<file path="src/rtl/osc_voice_scheduler.sv">
// osc_voice_scheduler
//
// Time-multiplexed front end for the oscillator down-counter stage. Per-voice counters and
// periods live in a small register file; one voice is visited per cycle in round-robin order.
// The visited voice's state is presented to the external counter stage combinationally, its
// returned next state is committed at the edge ending the visit, and each trigger toggles that
// voice's square-wave output. A registered popcount of the outputs feeds the DAC/PWM stage.
//
// Ports:
//   clk, rst_n      clock, asynchronous active-low reset
//   en              global run enable (freezes slot pointer and voice state when low)
//   voice_en        per-voice enable mask
//   cfg_we/cfg_voice/cfg_period  period write; also phase-resets the addressed voice
//   cnt_period0/1, cnt_enable, cnt_counter   drive to the counter stage for the visited voice
//   cnt_trigger, cnt_we, cnt_next            result from the counter stage
//   slot            voice currently visited
//   voice_out       registered square-wave bits
//   mix             registered popcount of voice_out
module osc_voice_scheduler #(
  parameter int unsigned NUM_VOICES  = 4,
  parameter int unsigned PERIOD_BITS = 8,
  parameter int unsigned LOG2_STEP   = 0
) (
  input  logic                            clk,
  input  logic                            rst_n,
  input  logic                            en,
  input  logic [NUM_VOICES-1:0]           voice_en,
  input  logic                            cfg_we,
  input  logic [$clog2(NUM_VOICES)-1:0]   cfg_voice,
  input  logic [PERIOD_BITS-1:0]          cfg_period,
  output logic [PERIOD_BITS-1:0]          cnt_period0,
  output logic [PERIOD_BITS-1:0]          cnt_period1,
  output logic                            cnt_enable,
  output logic [PERIOD_BITS-1:0]          cnt_counter,
  input  logic                            cnt_trigger,
  input  logic                            cnt_we,
  input  logic [PERIOD_BITS-1:0]          cnt_next,
  output logic [$clog2(NUM_VOICES)-1:0]   slot,
  output logic [NUM_VOICES-1:0]           voice_out,
  output logic [$clog2(NUM_VOICES):0]     mix
);

  localparam int unsigned SlotW = $clog2(NUM_VOICES);
  localparam int unsigned MixW  = SlotW + 1;

  // Counter value that makes the counter stage fire on the next visit: the trigger value
  // (period0 = 0) aligned to the step grid, which is zero for every step size.
  localparam int unsigned StepMask = ~((32'd1 << LOG2_STEP) - 32'd1);
  localparam logic [PERIOD_BITS-1:0] PhaseReset = PERIOD_BITS'(32'd0 & StepMask);

  typedef logic [PERIOD_BITS-1:0] word_t;

  logic [SlotW-1:0]      slot_q, slot_d;
  word_t                 counter_q [NUM_VOICES];
  word_t                 counter_d [NUM_VOICES];
  word_t                 period_q  [NUM_VOICES];
  word_t                 period_d  [NUM_VOICES];
  logic [NUM_VOICES-1:0] voice_out_q, voice_out_d;
  logic [MixW-1:0]       mix_q, mix_d;

  // Counter-stage drive for the visited voice.
  always_comb begin
    cnt_period0 = '0;
    cnt_period1 = period_q[slot_q];
    cnt_enable  = en & voice_en[slot_q];
    cnt_counter = counter_q[slot_q];
  end

  always_comb begin
    slot_d      = en ? slot_q + SlotW'(1) : slot_q;
    counter_d   = counter_q;
    period_d    = period_q;
    voice_out_d = voice_out_q;

    // Stage results are only meaningful while the stage was enabled for this visit.
    if (cnt_enable) begin
      if (cnt_we) begin
        counter_d[slot_q] = cnt_next;
      end
      if (cnt_trigger) begin
        voice_out_d[slot_q] = ~voice_out_q[slot_q];
      end
    end

    // Disabled voices are held in phase so re-enabling triggers on the first visit.
    for (int v = 0; v < int'(NUM_VOICES); v++) begin
      if (!voice_en[v]) begin
        counter_d[v]   = PhaseReset;
        voice_out_d[v] = 1'b0;
      end
    end

    // Config write takes priority over a same-edge write-back to the same voice.
    if (cfg_we) begin
      period_d[cfg_voice]    = cfg_period;
      counter_d[cfg_voice]   = PhaseReset;
      voice_out_d[cfg_voice] = 1'b0;
    end

    mix_d = '0;
    for (int v = 0; v < int'(NUM_VOICES); v++) begin
      mix_d = mix_d + MixW'(voice_out_d[v]);
    end
  end

  always_ff @(posedge clk or negedge rst_n) begin
    if (!rst_n) begin
      slot_q      <= '0;
      voice_out_q <= '0;
      mix_q       <= '0;
      for (int v = 0; v < int'(NUM_VOICES); v++) begin
        counter_q[v] <= '0;
        period_q[v]  <= '0;
      end
    end else begin
      slot_q      <= slot_d;
      voice_out_q <= voice_out_d;
      mix_q       <= mix_d;
      for (int v = 0; v < int'(NUM_VOICES); v++) begin
        counter_q[v] <= counter_d[v];
        period_q[v]  <= period_d[v];
      end
    end
  end

  assign slot      = slot_q;
  assign voice_out = voice_out_q;
  assign mix       = mix_q;

endmodule

</file>
<file path="config.mk">
export PLATFORM = sky130hd
export DESIGN_NAME = osc_voice_scheduler
export DESIGN_NICKNAME = d
export VERILOG_FILES = /design/src/rtl/osc_voice_scheduler.sv
export SDC_FILE = /design/constraint.sdc
export NUM_CORES = 1
export LEC_CHECK = 0
export BUFFER_PORTS_ARGS = -buffer_cell sky130_fd_sc_hd__buf_4
export CAP_MARGIN = 40
export CORE_UTILIZATION = 47
export CTS_CLUSTER_DIAMETER = 50
export DETAILED_ROUTE_END_ITERATION = 10
export GPL_TIMING_DRIVEN = 0
export HOLD_SLACK_MARGIN = 0.1
export PLACE_DENSITY = 0.68
export SYNTH_ARGS = -nofsm -noshare
export SYNTH_HDL_FRONTEND = slang
export SYNTH_SLANG_ARGS = --single-unit
</file>
<file path="constraint.sdc">
create_clock -name clk -period 5.89 [get_ports clk]
set_clock_uncertainty 0.15 [all_clocks]
set_input_delay 0.2945 -clock clk [delete_from_list [all_inputs] [get_ports clk]]
set_output_delay 0.2945 -clock clk [all_outputs]
set_load 0.03 [all_outputs]
</file>
==> results.md <==
- Met3 usage: 5.415%
- First-pass GRT wire length: 12590 µm
- Final setup TNS: 0 ns
- CTS tree: yes
- Synth cell types: 31
- Total routed wirelength: 7678 µm
- Post-CTS sizing: 0
- DR vias: 2370
- First-pass DRT Iterations: 4
- Clock Sinks: 73
- Layout cells sized above 1: 38.75%
- R2r setup slk: 2.71 ns
- Routability cong.: 0.7426
- Worst Tran Pin Value: 0.7857 ns
- Congestion Overflow GR: 0
- Hold Vio Cnt, Final: 0
- Leak: 2.007 nW
- Fmax: roughly 310 MHz
- Chip height: 89.76 µm
- CP max FO: 10
- Worst Reg2Reg Path Length in Cells: 8
- Ys async rst share: between 90% and 100%
- Total die area: 8057 µm²
- P&R area growth vs syn: 25.92%
- Via density: 5.267
- Hold crit path type: in2async
- 1st-iter DRT viols: between 80 and 90
- Overall Power: ~0.0017 W
- Ant. Diodes: 0
- Cells after synthesis: 258
- Simple-gate share of the synthesized area: 8.642%
- Crit path arrival time: 3.26 ns
- FF/Latch Area: 1827 µm²
- Status: finished clean
- Final Net Count: 381
- Filler instances: 574
- I/O Pins: 62
- Placed cells: 417
- Dpl hpwl: 5130 µm
- Mapped Area: approximately 3600 µm²
- Largest family of logic cells by synthesized area: multiplexers
- Synth Register Bits: 73
- Worst skew pair latency: 0.34 ns
- IO Port Bufs: 52
- Worst hold slack: just over 0.2 ns
- CORE AREA: 7331 µm²
- Initial antenna violation count: 0
- Gr usage total: 20.29%
- CTS Hold Bufs: 17
- Met1 usage: 25.82%
- Initial Util: 49.38%
- Max_cap viols: 0
- Fin cells: 450
- Std cell rows: 31
- Setup violations, final: 0
- Leading register cell type out of synthesis: dfrtp_1
- Worst R2R End: mix[1]$_DFF_PN0_
- Worst-path clk slew: 0.08 ns
- Post-synth EDFFs: 0
- DRC: 0
- H-tree depth reported by CTS: 3
- Cell taking the most area after synthesis: dfrtp_1
- Vias in the first global route: about 2.5k
- Final Critical Period: 3.180 ns
- Synth Area in Compound Gates: ~3.4%
- Die width: 89.76 µm
- Synth top cells by count: 73 x dfrtp_1, 32 x mux2_2, 32 x mux2i_1, 32 x nor2_1, 14 x mux4_2
- Critical Path Start Type: flop
- Syn. warnings: 0
- Peak VDD IR: between 200 and 250 µV
- Critical path capture point type: flop
- Largest net degree at the start of global routing: 58
- CTS max path bufs: 2
- Max Slew Vio Count: 0
- Reg2reg start: slot[1]$_DFFE_PN0P_
- Adder-cell share of the synthesized area: about 2.6%
- Detail Route Antenna Nets: 0
- Postcts setup bufs: 0
- Top cells by area, synth: dfrtp_1 50%, mux2_2 10%, mux2i_1 8.8%
- CTS buffer count: 9
- Wire per inst: between 15 and 20 µm
- Seq/Total Area, Yosys: 50.47%
- Syn_area_per_cell: 14.03 µm²
- Root Driver: clkbuf_8
- Mux contribution to synthesized area: 30.94%
- Met2 Usage GRT: 34.62%
- Area of the multi-input gates: between 1500 and 2000 µm²
- Yosys top cell area share: approximately half
- Most Crowded Layer GR: met2
- Post-synthesis xor/xnor area fraction: 0.2420%
- Worst endpoint required time: between 5 and 6 ns
- RSZ-0062 raised after global routing: no
- Final Cycle Share: 53.99%
- Relative slew slack: 47.39%
- Most frequent cell after synthesis: dfrtp_1
- Setup Crit Path Kind: reg2reg
- PD cells: 368.7 nW/µm²
[how the worst max path moves through the flow]
stage                   startpoint                to  slack, ns  depth (start not counted)
3_5_place_dp   slot[1]$_DFFE_PN0P_  mix[1]$_DFF_PN0_       2.66                          8
4_1_cts        slot[1]$_DFFE_PN0P_  mix[1]$_DFF_PN0_       2.68                          8
5_1_grt        slot[1]$_DFFE_PN0P_  mix[1]$_DFF_PN0_       2.54                          8
3_3_place_gp          cfg_voice[0]  mix[1]$_DFF_PN0_       2.74                          8
6_report       slot[1]$_DFFE_PN0P_  mix[1]$_DFF_PN0_       2.71                          8
2_1_floorplan  slot[1]$_DFFE_PN0P_  mix[1]$_DFF_PN0_       2.83                          8
[metrics by stage]
step / cell area, µm² / worst slack, ns / util, %
floorplan: 3646 / 2.831 / -
global placement: 4160 / 2.741 / 56.75
detailed placement: 4188 / 2.664 / 57.13
CTS: 4558 / 2.681 / 62.18
global route: 4558 / 2.541 / 62.18
finish: 4558 / 2.710 / 62.18
[flip-flops by register name, summed over array words and instances (netlist names)]
signal	cells
period_q	32
slot	2
mix	3
counter_q	32
voice_out	4
[area by class of cell]
class	instances	area share [%]
clock buffers	9	2.718
multi-input cells	171	37.06
repair buffers	70	12.90
well taps	99	2.718
inverters	2	0.1647
plain buffers	19	2.690
flip-flops and latches	73	40.08
clock inverters	7	1.674
[placed cells by master, fill, tap and decap left out]
master / synthesis / layout
mux2i_1: 32 / 32
buf_4: 9 / 61
buf_2: 2 / 2
clkinv_4: 0 / 1
fa_1: 1 / 1
buf_6: 2 / 2
o22ai_2: 1 / 1
mux2_2: 32 / 32
and3_1: 1 / 1
mux4_1: 3 / 3
clkbuf_1: 4 / 4
dfrtp_1: 73 / 73
nand4_1: 4 / 4
mux4_2: 14 / 14
bufinv_16: 0 / 1
a31oi_1: 4 / 4
and4_1: 4 / 4
inv_1: 2 / 2
nor2_1: 32 / 32
ha_1: 6 / 6
buf_16: 0 / 1
clkinvlp_4: 0 / 2
xor2_1: 1 / 1
clkinv_2: 0 / 1
nor3b_2: 1 / 1
nand3_1: 1 / 1
nor3_1: 4 / 4
inv_6: 0 / 2
conb_1: 1 / 8
nand2b_1: 2 / 2
nand2_1: 7 / 7
dlygate4sd3_1: 0 / 17
nand3b_1: 2 / 2
buf_1: 2 / 2
nand4b_1: 4 / 4
o22ai_4: 4 / 4
mux2i_4: 2 / 2
clkbuf_8: 0 / 9
o21ai_0: 1 / 1
[logic make-up (layout without fill, tap and decap cells)]
| family | count (synthesis) | in the layout |
|---|---|---|
| AO/OA/AOI/OAI | 10 | 10 |
| XOR/XNOR | 1 | 1 |
| adder cells (fa/ha/maj) | 7 | 7 |
| buffers and inverters | 21 | 107 |
| flip-flops | 73 | 73 |
| multiplexers | 83 | 83 |
| other | 1 | 8 |
| AND/OR/NAND/NOR | 62 | 62 |
[power breakdown]
group	total [W]	switching (W)	internal, W
clock network	0.000394	0.000195	0.000198
logic	0.000680	0.000374	0.000306
registers	0.000607	0.0000426	0.000565
total	0.00168	0.000612	0.00107
[worst max-delay path, cell delays in order (launching register included)]
cell and delay [ns]:
dfrtp_1 0.50, buf_6 0.23, mux2i_4 0.48, o22ai_2 0.21
and4_1 0.24, nor3_1 0.29, fa_1 0.49, ha_1 0.21
ha_1 0.26
[per-layer routing]
metal  wire length, µm  share of wire (%)
met5                 0                  0
met4                61               0.79
met3               287                3.7
met2              3879                 51
met1              3450                 45
Note: power is estimated with default switching activity, not from simulation.
